### src/rtl/wb_fwd_pipe_pkg.sv
// Shared constants and stage-update helper for the write-back forwarding pipeline.
// Optional statistics output is enabled with WB_FWD_PIPE_STATS_EN.
package wb_fwd_pipe_pkg;

    localparam int REG_BUS_W         = 32;
    localparam int REG_ADDR_BUS_W    = 5;
    localparam int WB_STAGES_DEFAULT = 2;
    localparam int RD_PORTS_DEFAULT  = 2;

    localparam logic WRITE_ENABLE  = 1'b1;
    localparam logic WRITE_DISABLE = 1'b0;

    typedef enum logic [1:0] {
        ACT_LOAD,
        ACT_HOLD,
        ACT_BUBBLE
    } stage_act_e;

    // Flush beats hold, hold beats an upstream stall, otherwise take the source.
    function automatic stage_act_e stage_action(input logic flush, input logic hold,
                                                input logic src_stalled);
        if (flush)            return ACT_BUBBLE;
        else if (hold)        return ACT_HOLD;
        else if (src_stalled) return ACT_BUBBLE;
        else                  return ACT_LOAD;
    endfunction

endpackage

### src/rtl/wb_fwd_pipe_if.sv
// EX-result input and regfile write-back output bundle of the forwarding pipeline.
interface wb_fwd_pipe_if #(
    parameter int DATA_W = 32,
    parameter int ADDR_W = 5
);
    logic              in_we;
    logic [ADDR_W-1:0] in_waddr;
    logic [DATA_W-1:0] in_wdata;
    logic              in_stall;
    logic              wb_we;
    logic [ADDR_W-1:0] wb_waddr;
    logic [DATA_W-1:0] wb_wdata;

    modport master (
        output in_we, in_waddr, in_wdata, in_stall,
        input  wb_we, wb_waddr, wb_wdata
    );

    modport slave (
        input  in_we, in_waddr, in_wdata, in_stall,
        output wb_we, wb_waddr, wb_wdata
    );
endinterface

### src/rtl/wb_fwd_pipe_stage_reg.sv
// One write-back stage register: flush, hold, bubble or load on each edge.
module wb_stage_reg
    import wb_fwd_pipe_pkg::*;
#(
    parameter int DATA_W = 32,
    parameter int ADDR_W = 5
) (
    input  logic              clk,
    input  logic              rst,
    input  logic              flush,
    input  logic              hold,
    input  logic              src_stalled,
    input  logic              src_we,
    input  logic [ADDR_W-1:0] src_waddr,
    input  logic [DATA_W-1:0] src_wdata,
    output logic              we,
    output logic [ADDR_W-1:0] waddr,
    output logic [DATA_W-1:0] wdata
);

    stage_act_e act;

    assign act = stage_action(flush, hold, src_stalled);

    always_ff @(posedge clk or negedge rst) begin
        if (!rst) begin
            we    <= WRITE_DISABLE;
            waddr <= '0;
            wdata <= '0;
        end else begin
            case (act)
                ACT_BUBBLE: begin
                    we    <= WRITE_DISABLE;
                    waddr <= '0;
                    wdata <= '0;
                end
                ACT_LOAD: begin
                    we    <= src_we;
                    waddr <= src_waddr;
                    wdata <= src_wdata;
                end
                default: ;
            endcase
        end
    end

endmodule

### src/rtl/wb_fwd_pipe.sv
// Parametrised write-back pipeline with youngest-first operand bypass.
// Defining WB_FWD_PIPE_STATS_EN adds the saturating fwd_hits counter output.
module wb_fwd_pipe
    import wb_fwd_pipe_pkg::*;
#(
    parameter int DATA_W   = REG_BUS_W,
    parameter int ADDR_W   = REG_ADDR_BUS_W,
    parameter int STAGES   = WB_STAGES_DEFAULT,
    parameter int RD_PORTS = RD_PORTS_DEFAULT
) (
    input  logic                         clk,
    input  logic                         rst,
    wb_fwd_pipe_if.slave                 bus,
    input  logic [STAGES-1:0]            stall,
    input  logic                         flush,
    input  logic [RD_PORTS-1:0]          rd_re,
    input  logic [RD_PORTS*ADDR_W-1:0]   rd_addr,
    input  logic [RD_PORTS*DATA_W-1:0]   rd_regdata,
`ifdef WB_FWD_PIPE_STATS_EN
    output logic [31:0]                  fwd_hits,
`endif
    output logic [RD_PORTS*DATA_W-1:0]   rd_data
);

    logic              st_we    [STAGES];
    logic [ADDR_W-1:0] st_waddr [STAGES];
    logic [DATA_W-1:0] st_wdata [STAGES];
    logic [RD_PORTS-1:0] port_hit;

    for (genvar k = 0; k < STAGES; k++) begin : g_stage
        if (k == 0) begin : g_first
            wb_stage_reg #(.DATA_W(DATA_W), .ADDR_W(ADDR_W)) u_stage (
                .clk(clk), .rst(rst), .flush(flush), .hold(stall[k]),
                .src_stalled(bus.in_stall), .src_we(bus.in_we),
                .src_waddr(bus.in_waddr), .src_wdata(bus.in_wdata),
                .we(st_we[k]), .waddr(st_waddr[k]), .wdata(st_wdata[k])
            );
        end else begin : g_next
            wb_stage_reg #(.DATA_W(DATA_W), .ADDR_W(ADDR_W)) u_stage (
                .clk(clk), .rst(rst), .flush(flush), .hold(stall[k]),
                .src_stalled(stall[k-1]), .src_we(st_we[k-1]),
                .src_waddr(st_waddr[k-1]), .src_wdata(st_wdata[k-1]),
                .we(st_we[k]), .waddr(st_waddr[k]), .wdata(st_wdata[k])
            );
        end
    end

    assign bus.wb_we    = st_we[STAGES-1];
    assign bus.wb_waddr = st_waddr[STAGES-1];
    assign bus.wb_wdata = st_wdata[STAGES-1];

    // Oldest source is evaluated first so younger matches overwrite it; r0 never forwards.
    for (genvar p = 0; p < RD_PORTS; p++) begin : g_port
        logic [ADDR_W-1:0] addr;
        logic [DATA_W-1:0] fwd_val;
        logic              hit;

        assign addr = rd_addr[p*ADDR_W +: ADDR_W];

        always_comb begin
            hit     = 1'b0;
            fwd_val = '0;
            for (int k = STAGES - 1; k >= 0; k--) begin
                if (st_we[k] && st_waddr[k] == addr) begin
                    hit     = 1'b1;
                    fwd_val = st_wdata[k];
                end
            end
            if (bus.in_we && !bus.in_stall && bus.in_waddr == addr) begin
                hit     = 1'b1;
                fwd_val = bus.in_wdata;
            end
            if (!rd_re[p] || addr == '0) begin
                hit     = 1'b0;
                fwd_val = '0;
            end
        end

        assign port_hit[p] = hit;
        assign rd_data[p*DATA_W +: DATA_W] =
            (!rd_re[p] || addr == '0) ? '0 :
            (hit ? fwd_val : rd_regdata[p*DATA_W +: DATA_W]);
    end

`ifdef WB_FWD_PIPE_STATS_EN
    logic [32:0] hits_next;
    logic [31:0] hits_inc;

    always_comb begin
        hits_inc = '0;
        for (int p = 0; p < RD_PORTS; p++) begin
            hits_inc = hits_inc + 32'(port_hit[p]);
        end
        hits_next = {1'b0, fwd_hits} + {1'b0, hits_inc};
    end

    always_ff @(posedge clk or negedge rst) begin
        if (!rst) fwd_hits <= '0;
        else      fwd_hits <= hits_next[32] ? '1 : hits_next[31:0];
    end
`else
    logic unused_hits;
    assign unused_hits = ^port_hit;
`endif

endmodule

### src/flat_wrapper.sv
// flat-port wrapper written by rule: the top's interface ports become plain ports
module wb_fwd_pipe_flat import wb_fwd_pipe_pkg::*;
#(
    parameter int DATA_W   = REG_BUS_W,
    parameter int ADDR_W   = REG_ADDR_BUS_W,
    parameter int STAGES   = WB_STAGES_DEFAULT,
    parameter int RD_PORTS = RD_PORTS_DEFAULT
)
  (clk, rst, stall, flush, rd_re, rd_addr, rd_regdata, rd_data, bus_in_we, bus_in_waddr, bus_in_wdata, bus_in_stall, bus_wb_we, bus_wb_waddr, bus_wb_wdata);
  wb_fwd_pipe_if #(.DATA_W(DATA_W), .ADDR_W(ADDR_W)) bus_i ();
  input  logic clk;
  input  logic rst;
  input  logic [STAGES-1:0] stall;
  input  logic flush;
  input  logic [RD_PORTS-1:0] rd_re;
  input  logic [RD_PORTS*ADDR_W-1:0] rd_addr;
  input  logic [RD_PORTS*DATA_W-1:0] rd_regdata;
  output logic [RD_PORTS*DATA_W-1:0] rd_data;
  input wire logic [$bits(bus_i.in_we)-1:0] bus_in_we;
  input wire logic [$bits(bus_i.in_waddr)-1:0] bus_in_waddr;
  input wire logic [$bits(bus_i.in_wdata)-1:0] bus_in_wdata;
  input wire logic [$bits(bus_i.in_stall)-1:0] bus_in_stall;
  output wire logic [$bits(bus_i.wb_we)-1:0] bus_wb_we;
  output wire logic [$bits(bus_i.wb_waddr)-1:0] bus_wb_waddr;
  output wire logic [$bits(bus_i.wb_wdata)-1:0] bus_wb_wdata;
  assign bus_i.in_we = bus_in_we;
  assign bus_i.in_waddr = bus_in_waddr;
  assign bus_i.in_wdata = bus_in_wdata;
  assign bus_i.in_stall = bus_in_stall;
  assign bus_wb_we = bus_i.wb_we;
  assign bus_wb_waddr = bus_i.wb_waddr;
  assign bus_wb_wdata = bus_i.wb_wdata;
  wb_fwd_pipe #(.DATA_W(DATA_W), .ADDR_W(ADDR_W), .STAGES(STAGES), .RD_PORTS(RD_PORTS)) u_core (.clk(clk), .rst(rst), .bus(bus_i), .stall(stall), .flush(flush), .rd_re(rd_re), .rd_addr(rd_addr), .rd_regdata(rd_regdata), .rd_data(rd_data));
endmodule
### config.mk
export PLATFORM = sky130hd
export DESIGN_NAME = wb_fwd_pipe_flat
export DESIGN_NICKNAME = d
export VERILOG_FILES = /design/src/rtl/wb_fwd_pipe_pkg.sv /design/src/rtl/wb_fwd_pipe_if.sv /design/src/rtl/wb_fwd_pipe_stage_reg.sv /design/src/rtl/wb_fwd_pipe.sv /design/src/flat_wrapper.sv
export SDC_FILE = /design/constraint.sdc
export NUM_CORES = 1
export LEC_CHECK = 0
export BUFFER_PORTS_ARGS = -buffer_cell sky130_fd_sc_hd__buf_2
export CAP_MARGIN = 0
export CELL_PAD_IN_SITES_DETAIL_PLACEMENT = 1
export CELL_PAD_IN_SITES_GLOBAL_PLACEMENT = 1
export CORE_MARGIN = 8
export CORE_UTILIZATION = 35
export DETAILED_ROUTE_END_ITERATION = 7
export GPL_TIMING_DRIVEN = 0
export PLACE_DENSITY = 0.94
export SETUP_SLACK_MARGIN = 0.2
export SLEW_MARGIN = 10
export SYNTH_ARGS = -nofsm -noshare
export SYNTH_HDL_FRONTEND = slang
export SYNTH_SLANG_ARGS = --single-unit
### constraint.sdc
create_clock -name clk -period 2.31 [get_ports clk]
set_clock_uncertainty 0.15 [all_clocks]
set_input_delay 0.1155 -clock clk [delete_from_list [all_inputs] [get_ports clk]]
set_output_delay 0.1155 -clock clk [all_outputs]
set_load 0.03 [all_outputs]
==> impl_summary.md <==
Run status
The run finished, with violations left. The final reports fail on negative setup slack.

Route
The iteration-0 DRC count of the detailed router is 759. Summing over every cut layer, the via total after detailed routing is 7313. Once detail routing completed, the nets flagged for antenna violations numbered 0.

The average wire length per cell after detail routing is 35.7 um. The post-detailed-routing wire length is 36.9 mm. Before antenna repair, the detailed router went through 7 iterations.

The per-cell via count in the routed design is 7.08. In the routed design, unresolved DRC markers number 0.

Global routing
After global routing the overflow that remains totals 0. The via count of the first global-routing pass is 7837. The wire length of the first global-routing pass is 50.6 mm. Entering global routing, the biggest net connects 50 pins. For this run, the total global-route usage over all layers was measured as 0.365. The number of antenna violations at the first check in global routing is 4.

Synth
For this run, asynchronously set or reset flops after synthesis account for 1.00. The number of nets handed over by synthesis was 665. Among all flip-flop cells after synthesis, the most frequent one is dfrtp_1.

The commonest cells after synthesis are a22o_1, dfrtp_1, o21ai_0. The mean cell area of the mapped netlist is 9.21 um2. After synthesis the netlist holds a flip-flop and latch count of 76. The leading area contributor after synthesis is dfrtp_1. The share of synthesized area in the top cell type comes to 0.379. Synthesis produced a netlist whose cell count is 545. The synthesis warning total is 0.

By area the synthesized netlist is led by dfrtp_1, a22o_1, a221oi_1. The mapped netlist covers 5020 um2. The count of flip-flops with a built-in enable after synthesis is 0. The share of synthesized area occupied by flip-flops and latches is 0.379. The count of unique library cells instantiated by Yosys is 32.

Layout
The final instance count without filler cells is 1033. The count of nets after finishing is 965. The number of filler cells placed in the layout is 1389. In the final layout, the share of cells above drive strength 1 is 0.545. Relative to the synthesized area, the layout overhead comes to 93.0%.

Placed design
The detailed placer's ending HPWL is 20.4 mm. The count of buffers from port buffering is 221. At the end of routability-driven placement, the weighted congestion stood at 0.876. Including well taps, the total number of placed cells is 947.

Clock tree
Clock tree synthesis selected as its root buffer the cell clkbuf_16. The total CTS buffers is 9. The TritonCTS sink count is 76. The clock tree synthesis step divided the H-tree into 3 levels. The maximum count of clock buffers along a single path is 2. The clock transition at the register clock pins on the worst setup and hold paths after CTS is 0.06 ns. TritonCTS built the clock tree.

The later pin in the worst-skew pair is clocked with a latency of 0.35 ns.

STA
The number of failing setup endpoints in the final timing report is 64. The worst pin sits at a relative slew slack of 0.439. The number of endpoints with negative hold slack in the final report is 0. The final total negative setup slack is -31.84 ns. The final critical-path share of the clock period is 1.28. For this run, the top clock speed supported by timing is 340 MHz. The post-layout worst setup margin is -0.635 ns. Setup repair after global routing could not meet its margin everywhere. The time the worst path needs with I/O delays and setup is 2.95 ns. The max-slew violation count is 0.

At the pin with the least slew margin, the transition time is 0.841 ns.

Setup path
The cell with the largest stage delay on the worst path is o21ai_0. Together, buffers and inverters on the worst path number 4. The class of the most critical setup path is in2out. The worst setup path is launched from an input pin. Walking the worst path, the cells encountered are buf_2 -> xor2_1 -> nor4_1 -> nand2_1 -> clkbuf_1 -> clkbuf_1 -> o21ai_0 -> o22ai_4 -> buf_6. The maximum fanout encountered on the critical timing path is 10. STA classifies the critical path endpoint as a primary output. On the critical path the largest part of the delay comes from buffers and inverters.

STA puts the critical path data required time at 2.04 ns. The biggest cell delay along the critical path is 0.54 ns. The endpoint arrival time on the critical path is 2.68 ns. The most prevalent standard cell on the critical path is clkbuf_1.

Floorplanning
Pin placement for this block handled 222 I/O pins. From left edge to right edge, the die measures 136 um. The number of rows in the core area is 43.

The starting density of the core is 0.360. From bottom edge to top edge, the die measures 136 um. The core region area is 13900 um2. The area of the die is 18400 um2.

Power and ir drop
In this run the power density over the cells is 428 nW/um2. The standby leakage power is 3.98 nW. The worst-case vdd ir drop is 0.000332 V. The post-route total power is 0.00415 W.

Job
Max-cap violations in this run came to 0.

Worst hold path
The type of the most critical hold path is in2async.
[worst register-to-register path, delay by kind of cell, from the launching register on]
family	cells	cell delay [ns]
AO/OA/AOI/OAI	1	0.21
flip-flops	1	0.47
buffers and inverters	1	0.17
[per-stage QoR]
stage               cell area (um2)  setup WS (ns)  utilization  hold slack, ns
floorplan                      5970         0.0647            -          -0.330
global placement               7310         -0.546        0.524           0.200
detailed placement             7340         -0.664        0.526         -0.0802
CTS                            9320         -0.428        0.669           0.114
global route                   9690         -0.746        0.695           0.132
finish                         9690         -0.635        0.695           0.106
[layout by cell type (no fill, tap or decap), types with 4 or more instances in the layout]
cell / count
buf_4: 16
xnor2_1: 12
clkbuf_1: 35
a211oi_4: 18
buf_6: 71
nor4_2: 13
nand2_1: 53
o22ai_4: 58
nor4_4: 5
xor2_1: 10
clkbuf_16: 14
buf_16: 6
xor2_2: 7
dfrtp_2: 9
a221oi_4: 8
buf_12: 8
dlygate4sd3_1: 39
a22o_1: 76
o22ai_2: 5
buf_8: 6
dfrtp_1: 67
and2_4: 4
a221oi_2: 34
clkbuf_2: 4
a221oi_1: 4
buf_2: 161
o21ai_0: 60
[where the power goes]
part	leakage [nW]	internal, W	switching [W]
logic	2.80	0.000483	0.000712
clock network	0.149	0.000894	0.000624
registers	1.03	0.00136	0.0000710
[final timing paths]
path,startpoint,to,slack [ns],cells past startpoint
worst max-delay path,rd_addr[7],rd_data[51],-0.64,9
worst min-delay path,rst,u_core.g_stage[1].g_next.u_stage.waddr[2],0.11,2
worst max register to register,u_core.g_stage[0].g_first.u_stage.waddr[0],u_core.g_stage[0].g_first.u_stage.waddr[0],1.19,2
worst min register to register,u_core.g_stage[1].g_next.u_stage.wdata[30],u_core.g_stage[1].g_next.u_stage.wdata[30],0.42,1
max in group asynchronous,rst,u_core.g_stage[0].g_first.u_stage.wdata[14],1.27,3
min in group clk,bus_in_stall,u_core.g_stage[0].g_first.u_stage.waddr[2],0.37,4
[per-layer routing]
layer / GRT usage / wire length (um) / vias up
li1: - / - / 2766
met1: 0.400 / 12600 / 3651
met2: 0.632 / 17800 / 650
met3: 0.102 / 3570 / 244
met4: 0.184 / 2860 / 2
met5: 0 / 17 / -
[layout make-up]
cell class / count / area [um2] / area share
Multi-Input combinational cell: 402 / 4390 / 0.453
Timing Repair Buffer: 289 / 2310 / 0.239
Sequential cell: 76 / 1910 / 0.197
Buffer: 65 / 527 / 0.0544
Clock buffer: 12 / 256 / 0.0265
Tap cell: 180 / 225 / 0.0232
Clock inverter: 4 / 47.5 / 0.00491
Inverter: 2 / 7.51 / 0.000775
Antenna cell: 3 / 7.51 / 0.000775
[logic make-up after synthesis]
logic type | share of synthesized area
DFF | 0.379
and+or+nand+nor | 0.0947
xor gates and xnor gates | 0.0523
buffers and inverters | 0.0638
AOI/OAI and AO/OA | 0.410
[what timing repair did]
action                     CTS  global route
gates cloned                 4             3
hold endpoints to repair   114             0
setup buffers               18             3
pin swaps                   26            15
gates resized for setup    242            62
setup endpoints to repair   64            64
hold buffers                39             0
[sequential cells by signal, indices dropped and copies added (netlist names)]
name,count
u_core.g_stage.g_next.u_stage.waddr,5
u_core.g_stage.g_first.u_stage.we,1
u_core.g_stage.g_next.u_stage.wdata,32
u_core.g_stage.g_first.u_stage.wdata,32
u_core.g_stage.g_next.u_stage.we,1
u_core.g_stage.g_first.u_stage.waddr,5
Note: power is estimated with default switching activity, not from simulation.
